===== src/rtl/cpu_pipe_pkg.sv =====
// Shared CPU pipeline types: NOP bubble, default widths, payload struct.
// Also holds the stage-buffer occupancy state encoding.
package cpu_pipe_pkg;

    localparam int          DEF_INSTR_W = 32;
    localparam int          DEF_PC_W    = 32;
    // addi x0, x0, 0
    localparam logic [31:0] NOP_INSTR   = 32'h0000_0013;

    typedef struct packed {
        logic [DEF_INSTR_W-1:0] instr;
        logic [DEF_PC_W-1:0]    pc;
    } pipe_word_t;

    // Encoding equals the number of held entries.
    typedef enum logic [1:0] {
        ST_EMPTY = 2'd0,
        ST_ONE   = 2'd1,
        ST_TWO   = 2'd2
    } pipe_state_e;

endpackage


===== src/rtl/pipe_stage_buf_if.sv =====
// Valid/ready handshake bundle carrying an instruction word and its PC.
// master drives valid/instr/pc and samples ready; slave does the reverse.
interface pipe_stage_buf_if #(
    parameter int INSTR_W = 32,
    parameter int PC_W    = 32
);

    logic               valid;
    logic               ready;
    logic [INSTR_W-1:0] instr;
    logic [PC_W-1:0]    pc;

    modport master (output valid, instr, pc, input ready);
    modport slave  (input valid, instr, pc, output ready);

endinterface


===== src/rtl/pipe_skid_slot.sv =====
// Single payload register with load enable and synchronous clear.
// Ports: clk, reset_n (async low), clr (wins over ld), ld, d, q.
module pipe_skid_slot #(
    parameter int           W       = 64,
    parameter logic [W-1:0] CLR_VAL = '0
) (
    input  logic         clk,
    input  logic         reset_n,
    input  logic         clr,
    input  logic         ld,
    input  logic [W-1:0] d,
    output logic [W-1:0] q
);

    logic [W-1:0] data_d;
    logic [W-1:0] data_q;

    always_comb begin
        data_d = data_q;
        if (clr) begin
            data_d = CLR_VAL;
        end else if (ld) begin
            data_d = d;
        end
    end

    always_ff @(posedge clk or negedge reset_n) begin
        if (!reset_n) begin
            data_q <= CLR_VAL;
        end else begin
            data_q <= data_d;
        end
    end

    assign q = data_q;

endmodule


===== src/rtl/pipe_stage_buf.sv =====
// Inter-stage pipeline register with valid/ready, flush and optional skid.
// Ports: clk, reset_n, flush, up (slave), dn (master), occupancy[1:0].
module pipe_stage_buf #(
    parameter int                 INSTR_W   = cpu_pipe_pkg::DEF_INSTR_W,
    parameter int                 PC_W      = cpu_pipe_pkg::DEF_PC_W,
    parameter int                 SKID      = 1,
    parameter logic [INSTR_W-1:0] NOP_INSTR = cpu_pipe_pkg::NOP_INSTR
) (
    input  logic                clk,
    input  logic                reset_n,
    input  logic                flush,
    pipe_stage_buf_if.slave     up,
    pipe_stage_buf_if.master    dn,
    output logic [1:0]          occupancy
);

    import cpu_pipe_pkg::*;

    localparam int           W        = INSTR_W + PC_W;
    // Main slot content whenever nothing valid is held.
    localparam logic [W-1:0] CLR_WORD = {NOP_INSTR, {PC_W{1'b0}}};

    pipe_state_e  state_d;
    pipe_state_e  state_q;
    logic         dn_valid_d;
    logic         dn_valid_q;
    logic         up_ready_d;
    logic         up_ready_q;

    logic         up_ready;
    logic         up_fire;
    logic         dn_fire;
    logic         main_ld;
    logic         main_clr;
    logic         main_from_skid;
    logic         skid_ld;
    logic [W-1:0] up_word;
    logic [W-1:0] main_in;
    logic [W-1:0] main_q;
    logic [W-1:0] skid_q;

    assign up_word = {up.instr, up.pc};
    assign up_fire = up.valid & up_ready;
    assign dn_fire = dn_valid_q & dn.ready;

    // Without a skid entry, accept only when the single slot drains now.
    assign up_ready = (SKID != 0) ? up_ready_q
                                  : (!dn_valid_q | dn.ready);

    always_comb begin
        state_d        = state_q;
        main_ld        = 1'b0;
        main_clr       = 1'b0;
        main_from_skid = 1'b0;
        skid_ld        = 1'b0;
        if (flush) begin
            state_d  = ST_EMPTY;
            main_clr = 1'b1;
        end else begin
            unique case (state_q)
                ST_EMPTY: begin
                    if (up_fire) begin
                        state_d = ST_ONE;
                        main_ld = 1'b1;
                    end
                end
                ST_ONE: begin
                    if (up_fire && dn_fire) begin
                        main_ld = 1'b1;
                    end else if (up_fire) begin
                        // Only reachable with a skid entry.
                        state_d = ST_TWO;
                        skid_ld = 1'b1;
                    end else if (dn_fire) begin
                        state_d  = ST_EMPTY;
                        main_clr = 1'b1;
                    end
                end
                ST_TWO: begin
                    if (dn_fire) begin
                        state_d        = ST_ONE;
                        main_ld        = 1'b1;
                        main_from_skid = 1'b1;
                    end
                end
                default: begin
                    state_d  = ST_EMPTY;
                    main_clr = 1'b1;
                end
            endcase
        end
        dn_valid_d = (state_d != ST_EMPTY);
        up_ready_d = (state_d != ST_TWO);
        main_in    = main_from_skid ? skid_q : up_word;
    end

    always_ff @(posedge clk or negedge reset_n) begin
        if (!reset_n) begin
            state_q    <= ST_EMPTY;
            dn_valid_q <= 1'b0;
            up_ready_q <= 1'b1;
        end else begin
            state_q    <= state_d;
            dn_valid_q <= dn_valid_d;
            up_ready_q <= up_ready_d;
        end
    end

    pipe_skid_slot #(
        .W       (W),
        .CLR_VAL (CLR_WORD)
    ) u_main (
        .clk     (clk),
        .reset_n (reset_n),
        .clr     (main_clr),
        .ld      (main_ld),
        .d       (main_in),
        .q       (main_q)
    );

    if (SKID != 0) begin : g_skid
        pipe_skid_slot #(
            .W       (W),
            .CLR_VAL (CLR_WORD)
        ) u_skid (
            .clk     (clk),
            .reset_n (reset_n),
            .clr     (flush),
            .ld      (skid_ld),
            .d       (up_word),
            .q       (skid_q)
        );
    end else begin : g_no_skid
        assign skid_q = CLR_WORD;
    end

    assign up.ready   = up_ready;
    assign dn.valid   = dn_valid_q;
    assign dn.instr   = main_q[W-1:PC_W];
    assign dn.pc      = main_q[PC_W-1:0];
    assign occupancy  = state_q;

endmodule


===== src/flat_wrapper.sv =====
// flat-port wrapper written by rule: the top's interface ports become plain ports
module pipe_stage_buf_flat import cpu_pipe_pkg::*;
#(
    parameter int                 INSTR_W   = cpu_pipe_pkg::DEF_INSTR_W,
    parameter int                 PC_W      = cpu_pipe_pkg::DEF_PC_W,
    parameter int                 SKID      = 1,
    parameter logic [INSTR_W-1:0] NOP_INSTR = cpu_pipe_pkg::NOP_INSTR
)
  (clk, reset_n, flush, occupancy, up_valid, up_instr, up_pc, up_ready, dn_valid, dn_instr, dn_pc, dn_ready);
  pipe_stage_buf_if #(.INSTR_W(INSTR_W), .PC_W(PC_W)) up_i ();
  pipe_stage_buf_if #(.INSTR_W(INSTR_W), .PC_W(PC_W)) dn_i ();
  input  logic clk;
  input  logic reset_n;
  input  logic flush;
  output logic [1:0] occupancy;
  input wire logic [$bits(up_i.valid)-1:0] up_valid;
  input wire logic [$bits(up_i.instr)-1:0] up_instr;
  input wire logic [$bits(up_i.pc)-1:0] up_pc;
  output wire logic [$bits(up_i.ready)-1:0] up_ready;
  output wire logic [$bits(dn_i.valid)-1:0] dn_valid;
  output wire logic [$bits(dn_i.instr)-1:0] dn_instr;
  output wire logic [$bits(dn_i.pc)-1:0] dn_pc;
  input wire logic [$bits(dn_i.ready)-1:0] dn_ready;
  assign up_i.valid = up_valid;
  assign up_i.instr = up_instr;
  assign up_i.pc = up_pc;
  assign up_ready = up_i.ready;
  assign dn_valid = dn_i.valid;
  assign dn_instr = dn_i.instr;
  assign dn_pc = dn_i.pc;
  assign dn_i.ready = dn_ready;
  pipe_stage_buf #(.INSTR_W(INSTR_W), .PC_W(PC_W), .SKID(SKID), .NOP_INSTR(NOP_INSTR)) u_core (.clk(clk), .reset_n(reset_n), .flush(flush), .up(up_i), .dn(dn_i), .occupancy(occupancy));
endmodule

===== config.mk =====
export PLATFORM = sky130hd
export DESIGN_NAME = pipe_stage_buf_flat
export DESIGN_NICKNAME = d
export VERILOG_FILES = /design/src/rtl/cpu_pipe_pkg.sv /design/src/rtl/pipe_stage_buf_if.sv /design/src/rtl/pipe_skid_slot.sv /design/src/rtl/pipe_stage_buf.sv /design/src/flat_wrapper.sv
export SDC_FILE = /design/constraint.sdc
export NUM_CORES = 1
export LEC_CHECK = 0
export BUFFER_PORTS_ARGS = -buffer_cell sky130_fd_sc_hd__buf_4
export CAP_MARGIN = 20
export CORE_ASPECT_RATIO = 0.7
export CORE_MARGIN = 10
export CORE_UTILIZATION = 50
export CTS_CLUSTER_DIAMETER = 100
export CTS_CLUSTER_SIZE = 16
export DETAILED_ROUTE_END_ITERATION = 10
export PLACE_DENSITY_LB_ADDON = 0.08
export RECOVER_POWER = 100
export SLEW_MARGIN = 5
export SYNTH_ARGS = -nofsm -noshare
export SYNTH_HDL_FRONTEND = slang
export SYNTH_SLANG_ARGS = --single-unit

===== constraint.sdc =====
create_clock -name clk -period 2.35 [get_ports clk]
set_clock_uncertainty 0.05 [all_clocks]
set_input_delay 0.235 -clock clk [delete_from_list [all_inputs] [get_ports clk]]
set_output_delay 0.235 -clock clk [all_outputs]
set_load 0.05 [all_outputs]

==> results by group, run 1 <==
Status
  • Status: finished, final reports clean

Floorplan
  • Std-Cell Rows: 32
  • Initial Util: 0.517
  • Core area: around 0.011 sq mm
  • Die height: ~110 um
  • Die X-Extent: around 150 um
  • Die area: between 0.015 and 0.02 sq mm
  • IO Pins: around 140

Synthesis
  • Synth Flop Type: dfrtp_1
  • Top-count cell post-synth: nand2_1
  • Area leader, netlist: dfrtp_1
  • Yosys warnings: 0
  • Sequential area share after synthesis: 0.576
  • Post-synthesis instance total: 515
  • Area contributors post-synth: dfrtp_1, mux2i_1, o2bb2ai_1
  • Commonest cells in the synthesized netlist: nand2_1, dfrtp_1, a21oi_1
  • Syn nets: approximately 580
  • Post-synth top area share: 0.544
  • Mean Syn Cell Area: ~11 sq um
  • Netlist cell types: 32
  • Post-synth EDFFs: 0
  • Asr flop ratio synth: 1.00
  • Post-Syn Area: between 0.005 and 0.006 sq mm
  • Seq cells post-synth: about 130

Global routing
  • Number of global-route vias before repair: about 4,700
  • Initial antenna violation count: 0
  • First-pass GRT wire length: 24,900 um
  • Overflow after GRT: 0
  • Largest net degree at the start of global routing: roughly 130
  • Total GRT Usage: 0.192

Final layout
  • Fillers: between 900 and 1,000
  • N_diodes: 0
  • Layout cells sized above 1: 0.191
  • Area Overhead vs Synth: 24.3%
  • Final Cell Area: 0.00715 sq mm
  • Final net count: between 700 and 800

Clock tree
  • CTS sink cnt: roughly 130
  • CTS buffer count: 17
  • CTS H-tree depth: 4
  • Root Buffer: clkbuf_16
  • Worst-path clk slew: around 0.050 ns
  • Clock latency on the worst-skew pair: a little over 0.4 ns
  • CTS tree: done
  • Clock Tree Buf Depth: 2
  • Setup Buffers After CTS: 0
  • PostCTS Resize Cnt: 0

Timing
  • Final Cycle Share: 0.846
  • Slew of the pin with the lowest slew margin: approximately 0.76 ns
  • Count of final setup violators: 0
  • Final min period: between 1.5 and 2 ns
  • Max-slew violations: 0
  • Post-Route Setup TNS: 0 ns
  • Achievable clock frequency: slightly above 0.5 GHz
  • Slew headroom: 0.492
  • Final hold vios: 0
  • RSZ-0062 raised after global routing: false

Setup path
  • Critical path arrival: between 2 and 2.5 ns
  • Worst setup EP type: flop
  • Critical path class: reg -> reg
  • Worst flop-to-flop path endpoint: u_core.u_main.q[33]
  • Worst reg2reg setup slack: 0.36 ns
  • Startpoint Class: flop
  • Required @ worst endpoint: around 2.6 ns
  • Reg2reg path depth: 5
  • Worst R2R Start: u_core.dn.valid
  • Crit-path max FO: 47

Placed design
  • Placed Area: between 0.006 and 0.007 sq mm
  • DP Wirelength: 9840 um
  • Gpl congestion: roughly 0.76
  • PortBufs: around 140

Drt
  • DR vias/cell: between 5 and 6
  • Final wirelength: 15,300 um
  • Drt pass-1 iters: 4
  • WL/cell: about 19 um
  • DR iter-0 viols: around 270
  • Vias: ~4,400
  • Final routed DRC violation total: 0
  • Antenna viol nets, final: 0

Power and ir drop
  • Pleak: 0.00301 uW
  • PD cells: about 900 mW/mm^2
  • Worst vdd rail ir drop: 0.000557 V

Worst hold path
  • Worst Hold Endpoint: u_core.g_skid.u_skid.q[32]
  • Min-delay src: up_instr[0]
  • Hold Crit Class: in -> reg
  • Hold Crit Depth: 3

Job
  • Maxcap violations: 0
==> registers in the layout, indices dropped and copies added, names as in the netlist <==
name	flops
u_core.up.ready	1
u_core.u_main.q	64
u_core.dn.valid	1
u_core.g_skid.u_skid.q	64
u_core.occupancy	2
==> placed cells by master, fill, tap and decap left out <==
cell type	count
o21a_1	1
a221o_1	1
clkbuf_1	70
nand4b_1	2
a21oi_1	62
a2bb2oi_1	3
clkbuf_16	17
o2bb2ai_2	2
nand2b_1	1
a211oi_4	1
buf_12	3
buf_4	76
o2bb2ai_1	59
o31ai_1	1
nand2_1	129
a21oi_4	1
dlygate4sd3_1	1
mux2_2	3
dfrtp_1	125
xor2_1	1
inv_1	4
a21o_1	2
nor3_1	1
dfstp_2	7
nand2b_2	1
clkbuf_8	3
bufinv_16	1
clkinv_2	6
nor2_1	2
mux2i_1	61
clkinvlp_4	3
o21ai_0	1
a21boi_2	1
nand3b_1	3
==> cells by family (layout without fill, tap and decap cells) <==
family	Yosys count	after routing	synth area share
xor gates and xnor gates	1	1	0.00152
AOI/OAI and AO/OA	135	135	0.169
buffers and inverters	44	184	0.0435
muxes	64	64	0.112
DFF	132	132	0.576
and+or+nand+nor	139	139	0.0979
==> critical path, stage by stage, from the launching register on <==
cell	delay, ns
dfrtp_1	0.51
nand4b_1	0.20
nor2_1	0.25
buf_12	0.33
mux2_2	0.38
a2bb2oi_1	0.12
==> power breakdown <==
group          switching [uW]  total (uW)  internal [uW]
Combinational             954        1270            319
Clock                     945        2460           1520
Sequential                133        2610           2480
Total                    2030        6350           4320
==> through the flow <==
step / util / cells / power, uW / worst slack [ns] / hold WS, ns
4_1_cts: 0.668 / 808 / 6520 / 0.476 / 0.00404
5_1_grt: 0.643 / 808 / 6600 / 0.232 / 0.0160
3_5_place_dp: 0.617 / 776 / 4050 / 0.490 / 0.360
6_report: 0.643 / 808 / 6350 / 0.361 / 0.0175
2_1_floorplan: - / 515 / 3530 / 0.375 / -0.111
3_3_place_gp: 0.617 / 776 / 4020 / 0.544 / 0.356
==> routing by layer <==
layer | vias up | routed length [um] | track usage
met5 | - | 0 | 0
met4 | 0 | 174 | 0.0606
met3 | 13 | 1080 | 0.0595
met2 | 158 | 6800 | 0.288
met1 | 2177 | 7260 | 0.260
li1 | 2058 | - | -
==> worst max path at each step <==
stage                              from                         end  slack, ns
floorplan           u_core.occupancy[0]          u_core.u_main.q[3]       0.37
global placement        u_core.dn.valid         u_core.u_main.q[32]       0.54
detailed placement      u_core.dn.valid         u_core.u_main.q[33]       0.49
CTS                     u_core.dn.valid         u_core.u_main.q[36]       0.48
global route        u_core.occupancy[1]  u_core.g_skid.u_skid.q[19]       0.23
finish                  u_core.dn.valid         u_core.u_main.q[33]       0.36
==> what timing repair did <==
action	4_1_cts	5_1_grt
endpoints found under the setup margin	0	0
endpoints found under the hold margin	125	0
hold buffers	1	0
==> area by class of cell <==
class                           count  area (sq um)  area share
Sequential cell                   132          3310       0.463
Multi-Input combinational cell    339          2180       0.305
Timing Repair Buffer              149           900       0.126
Clock buffer                       21           470      0.0658
Tap cell                          153           191      0.0268
Clock inverter                     10          82.6      0.0115
Inverter                            4          15.0     0.00210
Note: power is estimated with default switching activity, not from simulation.
==> inputs of run 2 (changes only) <==
--- a/config.mk
+++ b/config.mk
@@ -5,6 +5,7 @@
 export SDC_FILE = /design/constraint.sdc
 export NUM_CORES = 1
 export LEC_CHECK = 0
+export ABC_AREA = 1
 export BUFFER_PORTS_ARGS = -buffer_cell sky130_fd_sc_hd__buf_4
 export CAP_MARGIN = 20
 export CORE_ASPECT_RATIO = 0.7
==> constraint.sdc (replaced) <==
create_clock -name clk -period 2.1 [get_ports clk]
set_clock_uncertainty 0.05 [all_clocks]
set_input_delay 0.21 -clock clk [delete_from_list [all_inputs] [get_ports clk]]
set_output_delay 0.21 -clock clk [all_outputs]
set_load 0.05 [all_outputs]
==> run 2 against run 1 <==
Net effect:
- combinational power is 23% higher
- count of clock-buffer cells in the layout is the same
- via count grew 20%
- fmax is 7.3% higher
- clock power increased by 30%
- die area rose by 1.1%
- flip-flop and latch count unchanged
- sequential share of layout area down 4.3 points
- critical path depth grew 4
- sequential power is 12% higher
- routed wire length is 6.2% higher
- design area is 10% higher
- critical path type unchanged
- largest power group is now clock
- highest routed layer unchanged
==> results by group, run 2 <==
Status
  • Status: finished, final reports clean

Setup path
  • Critical path class: reg -> reg
  • Biggest cell delay along the critical path: 0.55 ns (+0.04 ns)
  • Crit-path max FO: 26 (-45%)
  • Critical path arrival: 2.15 ns (-0.10 ns)
  • Startpoint Class: flop
  • Required @ worst endpoint: 2.40 ns (-0.22 ns)
  • Crit path buf inv count: 2 (+1)
  • Slowest-stage cell, CP: dfstp_1
  • Crit path max-delay family: simple AND/OR/NAND/NOR gates
  • Cell mode on critical path: nand2_1
  • Critical path, cell by cell: nand2_1 -> nor2_1 -> nand2_1 -> nand2_2 -> nand2_1 -> inv_2 -> buf_12 -> nand2_1 -> nand2_1
  • Worst setup EP type: flop

Synthesis
  • Area contributors post-synth: dfrtp_1, nand2_1, o21ai_0
  • Sequential area share after synthesis: 0.568 (-0.00729)
  • Top-count cell post-synth: nand2_1
  • Syn nets: 784 (+34%)
  • Synth Flop Type: dfrtp_1
  • Commonest cells in the synthesized netlist: nand2_1, dfrtp_1, o21ai_0
  • Yosys warnings: 0 (unchanged)
  • Netlist cell types: 20 (-38%)
  • Post-synth EDFFs: 0 (unchanged)
  • Post-synth top area share: 0.537 (-0.00689)
  • Area leader, netlist: dfrtp_1
  • Mean Syn Cell Area: 8.15 sq um (-27%)
  • Asr flop ratio synth: 1.00 (unchanged)
  • Post-synthesis instance total: 715 (+39%)
  • Post-Syn Area: 0.00583 sq mm (+1.3%)
  • Seq cells post-synth: 132 (unchanged)

Floorplan
  • Die area: 0.0164 sq mm (+1.1%)
  • Die X-Extent: 149 um (+0.55%)
  • Core area: 0.0112 sq mm (+0.72%)
  • Die height: 110 um (+0.52%)
  • IO Pins: 137 (unchanged)
  • Std-Cell Rows: 32 (unchanged)
  • Initial Util: 0.520 (+0.00289)

Global routing
  • Largest net degree at the start of global routing: 66 (-50%)
  • First-pass GRT wire length: 27,200 um (+9.2%)
  • Number of global-route vias before repair: 5,503 (+18%)
  • Overflow after GRT: 0 (unchanged)
  • Total GRT Usage: 0.206 (+0.0146)
  • Initial antenna violation count: 0 (unchanged)

Power and ir drop
  • Pwr Total: 7680 uW (+21%)
  • Internal power: 5280 uW (+22%)
  • Logic gate share of total power: 0.203 (+0.002)
  • Seq pwr share: 0.381 (-0.030)
  • Sw power: 2400 uW (+18%)
  • PD cells: 973 mW/mm^2 (+9.6%)
  • Clock power frac: 0.416 (+0.028)
  • Pleak: 0.00393 uW (+31%)
  • Worst vdd rail ir drop: 0.000606 V (+8.9%)
  • Net Sw Frac: 0.313 (-0.00723)

Timing
  • Worst Hold Slack: 0.00955 ns (-0.00798 ns)
  • Slew of the pin with the lowest slew margin: 0.755 ns (-0.00678 ns)
  • Final hold vios: 0 (unchanged)
  • Final min period: 1.85 ns (-0.135 ns)
  • Post-Route Setup TNS: 0 ns (unchanged)
  • Slew headroom: 0.497 (+0.00452)
  • Achievable clock frequency: 0.539 GHz (+7.3%)
  • Count of final setup violators: 0 (unchanged)
  • Max-slew violations: 0 (unchanged)
  • RSZ-0062 raised after global routing: false
  • Final Cycle Share: 0.883 (+0.0364)

Drt
  • DR iter-0 viols: 361 (+36%)
  • DR vias/cell: 4.95 (-9.1%)
  • Drt pass-1 iters: 7 (+3)
  • WL/cell: 15.2 um (-20%)
  • Final wirelength: 16,300 um (+6.2%)
  • Final routed DRC violation total: 0 (unchanged)
  • Vias: 5,296 (+20%)
  • Antenna viol nets, final: 0 (unchanged)

Clock tree
  • CTS H-tree depth: 4 (unchanged)
  • Clock Tree Buf Depth: 2 (unchanged)
  • Setup Buffers After CTS: 0 (unchanged)
  • CTS buffer count: 17 (unchanged)
  • Worst-path clk slew: 0.06 ns (about the same)
  • CTS tree: done
  • Root Buffer: clkbuf_16
  • CTS sink cnt: 132 (unchanged)
  • Clock latency on the worst-skew pair: 0.41 ns (about the same)

Placed design
  • Gpl congestion: 0.832 (+9.3%)
  • PortBufs: 136 (unchanged)
  • DP Wirelength: 10,700 um (+8.3%)
  • Placed Area: 0.00697 sq mm (+1.5%)

Final layout
  • Area Overhead vs Synth: 35.4%
  • Fillers: 955 (-1.6%)
  • Most common cell after layout, fill and taps aside: nand2_1
  • Layout cells sized above 1: 0.139 (-0.0520)
  • Final net count: 971 (+36%)
  • Most frequent cells in the layout: nand2_1, dfrtp_1, o21ai_0
  • Layout Utilization: 0.704 (+0.0614)
  • Sequential cell area: 0.00331 sq mm (unchanged)
  • Multi-input gate area: 0.00202 sq mm (-7.6%)
  • Final Cell Area: 0.00789 sq mm (+10%)

Job
  • Maxcap violations: 0 (unchanged)

Worst hold path
  • Hold Crit Class: in -> reg
[run 2: cell count changes in the layout (fill, tap and decap cells not counted), moves of 15 or more]
| cell | before | now |
|---|---|---|
| a21oi_1 | 62 | 0 |
| dlygate4sd3_1 | 1 | 57 |
| inv_1 | 4 | 64 |
| mux2i_1 | 61 | 0 |
| nand2_1 | 129 | 320 |
| nor2_1 | 2 | 17 |
| o21ai_0 | 1 | 106 |
| o21ai_1 | 0 | 16 |
| o2bb2ai_1 | 59 | 0 |
[run 2: path summary, 6_finish.rpt]
kind | startpoint | slack [ns] | cells past startpoint | endpoint
worst min-delay path | up_instr[20] | 0.01 | 3 | u_core.g_skid.u_skid.q[52]
worst max register to register | u_core.up.ready | 0.25 | 9 | u_core.u_main.q[7]
min in group asynchronous | reset_n | 0.21 | 2 | u_core.u_main.q[26]
worst max-delay path | u_core.up.ready | 0.25 | 9 | u_core.u_main.q[7]
max in group asynchronous | reset_n | 0.68 | 3 | u_core.u_main.q[56]
worst min register to register | u_core.u_main.q[37] | 0.43 | 2 | u_core.u_main.q[37]
[run 2: kinds of logic after synthesis]
| logic type | count (synthesis) | share of synthesized area |
|---|---|---|
| xor gates and xnor gates | 1 | 0.00150 |
| AOI/OAI and AO/OA | 123 | 0.106 |
| DFF | 132 | 0.568 |
| buffers and inverters | 104 | 0.0865 |
| and+or+nand+nor | 355 | 0.237 |
[run 2: worst min-delay path: stages]
cell,delay (ns)
buf_4,0.09
nand2_1,0.05
o21ai_0,0.08
[run 2: power groups by stage]
| stage | Sequential, uW | Clock, uW | Combinational [uW] |
|---|---|---|---|
| 6_report | 2920 | 3190 | 1560 |
| 3_3_place_gp | 2960 | 0 | 1600 |
| 4_1_cts | 2930 | 3230 | 1730 |
| 5_1_grt | 2950 | 3350 | 1700 |
| 3_5_place_dp | 2960 | 0 | 1630 |
| 2_1_floorplan | 3500 | 0 | 472 |
[run 2: metal layers]
metal / track usage / wire (um) / part of all wire / vias to the layer above
li1: - / - / - / 2576
met1: 0.254 / 7020 / 0.43 / 2504
met2: 0.342 / 7830 / 0.48 / 204
met3: 0.0733 / 1280 / 0.079 / 12
met4: 0.0517 / 142 / 0.0087 / 0
met5: 0 / 0 / 0 / -
[run 2: final cells by class]
type | count | share of cell area
Antenna cell | 1 | 0.000317
Clock buffer | 21 | 0.0596
Clock inverter | 11 | 0.0220
Inverter | 67 | 0.0319
Multi-Input combinational cell | 479 | 0.255
Sequential cell | 132 | 0.420
Tap cell | 153 | 0.0243
Timing Repair Buffer | 205 | 0.187
[run 2: through the flow]
stage                     setup slack [ns]  std cells
after CTS                            0.285       1068
after global routing                0.0804       1068
after global placement               0.379        979
after floorplan                      0.391        715
final                                0.246       1069
after detailed placement             0.317        979
[run 2: what timing repair did]
item,CTS,global route
hold endpoints to repair,79,0
hold buffers,57,0
setup endpoints to repair,0,0
gates resized for setup,0,0
==> inputs of run 3 (changes only) <==
--- a/config.mk
+++ b/config.mk
@@ -5,7 +5,6 @@
 export SDC_FILE = /design/constraint.sdc
 export NUM_CORES = 1
 export LEC_CHECK = 0
-export ABC_AREA = 1
 export BUFFER_PORTS_ARGS = -buffer_cell sky130_fd_sc_hd__buf_4
 export CAP_MARGIN = 20
 export CORE_ASPECT_RATIO = 0.7
==> run 3 against run 2 <==
Net effect:
- sequential power about the same
- clock power rose by 5%
- first-iteration DRC count down 13%
- routed wire length decreased by 3.9%
- total power up 0.89%
- combinational power shrank 6%
- die area shrank 1.1%
- final cell count fell by 22%
- largest cell class unchanged
==> results by group, run 3 (synthesized netlist as in run 1, its figures left out) <==
Timing
  • RSZ-0062 raised after global routing: false
  • Max-slew violations: 0 (unchanged)
  • Final hold vios: 0 (unchanged)
  • Final Cycle Share: 0.924 (+0.0413)
  • Slew of the pin with the lowest slew margin: 0.803 ns (+0.0478 ns)
  • Count of final setup violators: 0 (unchanged)
  • Post-Route Setup TNS: 0 ns (unchanged)
  • Final min period: 1.94 ns (+0.0867 ns)
  • Achievable clock frequency: 0.515 GHz (-4.5%)
  • Slew headroom: 0.465 (-0.0319)

Setup path
  • Critical path class: reg -> reg
  • Crit path max-delay family: compound AO/OA/AOI/OAI gates
  • Critical path, cell by cell: a21boi_0 -> nor3_1 -> a211oi_4 -> buf_6 -> o2bb2ai_1
  • Worst setup path start: u_core.dn.valid
  • Critical path arrival: 2.21 ns (+0.06 ns)
  • Worst setup EP type: flop
  • Worst R2R Start: u_core.dn.valid
  • Worst reg2reg setup slack: 0.16 ns (-0.09 ns)
  • Reg2reg path depth: 5 (-4)
  • Required @ worst endpoint: 2.37 ns (-0.03 ns)
  • Crit-path max FO: 32 (+23%)
  • Crit path buf inv count: 1 (-1)
  • Startpoint Class: flop
  • Worst flop-to-flop path endpoint: u_core.u_main.q[24]
  • Slowest-stage cell, CP: dfrtp_1
  • Biggest cell delay along the critical path: 0.48 ns (-0.07 ns)

Floorplan
  • Std-Cell Rows: 32 (unchanged)
  • Die X-Extent: 148 um (-0.55%)
  • Die area: 0.0163 sq mm (-1.1%)
  • Core area: 0.0111 sq mm (-0.71%)
  • Die height: 110 um (-0.52%)
  • Initial Util: 0.517 (-0.00289)
  • IO Pins: 137 (unchanged)

Drt
  • DR iter-0 viols: 313 (-13%)
  • Antenna viol nets, final: 0 (unchanged)
  • Vias: 4,508 (-15%)
  • Drt pass-1 iters: 4 (-3)
  • Final wirelength: 15,600 um (-3.9%)
  • DR vias/cell: 5.38 (+8.6%)
  • Final routed DRC violation total: 0 (unchanged)
  • WL/cell: 18.7 um (+23%)

Worst hold path
  • Worst Hold Endpoint: u_core.g_skid.u_skid.q[18]
  • Min-delay src: up_pc[18]
  • Hold Crit Class: in -> reg
  • Hold Crit Depth: 3 (unchanged)

Placed design
  • PortBufs: 136 (unchanged)
  • DP Wirelength: 10,200 um (-4.2%)
  • Placed insts: 778 (-21%)
  • Gpl congestion: 0.755 (-9.2%)
  • Placed Area: 0.00693 sq mm (-0.54%)

Final layout
  • N_diodes: 0 (-1)
  • Final Non-Filler Cells: 838 (-22%)
  • Area Overhead vs Synth: 31.6%
  • Most frequent cells in the layout: nand2_1, dfrtp_1, buf_4
  • Most common cell after layout, fill and taps aside: nand2_1
  • Final Cell Area: 0.00757 sq mm (-4.1%)
  • Layout Utilization: 0.680 (-0.0237)
  • Layout cells sized above 1: 0.188 (+0.0495)
  • Final net count: 741 (-24%)

Global routing
  • First-pass GRT wire length: 25,800 um (-4.9%)
  • Largest net degree at the start of global routing: 54 (-18%)
  • Number of global-route vias before repair: 4,890 (-11%)
  • Overflow after GRT: 0 (unchanged)
  • Total GRT Usage: 0.199 (-0.00689)
  • Initial antenna violation count: 0 (unchanged)

Clock tree
  • CTS tree: done
  • CTS buffer count: 17 (unchanged)
  • CTS H-tree depth: 4 (unchanged)
  • CTS sink cnt: 132 (unchanged)
  • Root Buffer: clkbuf_16
  • Clock Tree Buf Depth: 2 (unchanged)
  • Clock latency on the worst-skew pair: 0.41 ns (about the same)
  • Worst-path clk slew: 0.06 ns (about the same)

Job
  • Maxcap violations: 0 (unchanged)

Power and ir drop
  • Pwr Total: 7740 uW (+0.89%)
  • Pleak: 0.00321 uW (-18%)
  • Worst vdd rail ir drop: 0.000731 V (+21%)
  • PD cells: 1020 mW/mm^2 (+5.2%)

Status
  • Status: finished, final reports clean
run 3: cell count changes in the layout (fill, tap and decap cells not counted), sizes merged, moves of 61 or more:
cell,previous run,this run
o21ai,123,1
o2bb2ai,0,61
a21oi,0,63
nand2,324,129
inv,68,4
mux2i,0,61
run 3: worst reg2reg max path: cells and delay by family, from the launching register on:
| family | cells | cell delay (ns) |
|---|---|---|
| flops | 1 | 0.48 |
| buf+inv | 1 | 0.31 |
| compound gates | 3 | 0.88 |
| simple gates | 1 | 0.15 |
run 3: final cells by class:
cell class                      instances  area (sq um)
Clock buffer                           24           512
Sequential cell                       132          3310
Timing Repair Buffer                  178          1190
Tap cell                              153           191
Fill cell                             932          3560
Clock inverter                          8           168
Inverter                                4          15.0
Multi-Input combinational cell        339          2180
run 3: per-layer routing:
metal  up-vias  global-route usage  part of all wire
met3        12              0.0677             0.063
met5         -                   0                 0
met4         0              0.0536            0.0089
met1      2227               0.268              0.47
li1       2135                   -                 -
met2       134               0.303              0.46
run 3: worst max-delay path by stage:
stage | slack, ns | cells past startpoint | to
final | 0.16 | 5 | u_core.u_main.q[24]
after global routing | 0.02 | 5 | u_core.g_skid.u_skid.q[52]
after CTS | 0.16 | 5 | u_core.g_skid.u_skid.q[47]
after detailed placement | 0.19 | 5 | u_core.g_skid.u_skid.q[47]
after global placement | 0.31 | 5 | u_core.g_skid.u_skid.q[55]
after floorplan | 0.12 | 5 | u_core.u_main.q[3]
run 3: stage by stage:
stage	hold slack, ns	setup slack [ns]
after floorplan	-0.136	0.125
after global placement	0.140	0.308
after detailed placement	0.140	0.188
after CTS	0.0000979	0.164
after global routing	0.000230	0.0215
final	0.0105	0.160
run 3: what timing repair did:
item | in CTS | in global routing
hold buffers | 27 | 1
resized for setup | 0 | 0
setup buffers | 0 | 0
endpoints found under the setup margin | 0 | 0
endpoints found under the hold margin | 50 | 1
run 3: power by group:
part / internal, uW / leakage, uW / switching (uW)
clock network: 2300 / 0.000332 / 1060
registers: 2770 / 0.00178 / 145
logic: 398 / 0.00110 / 1070
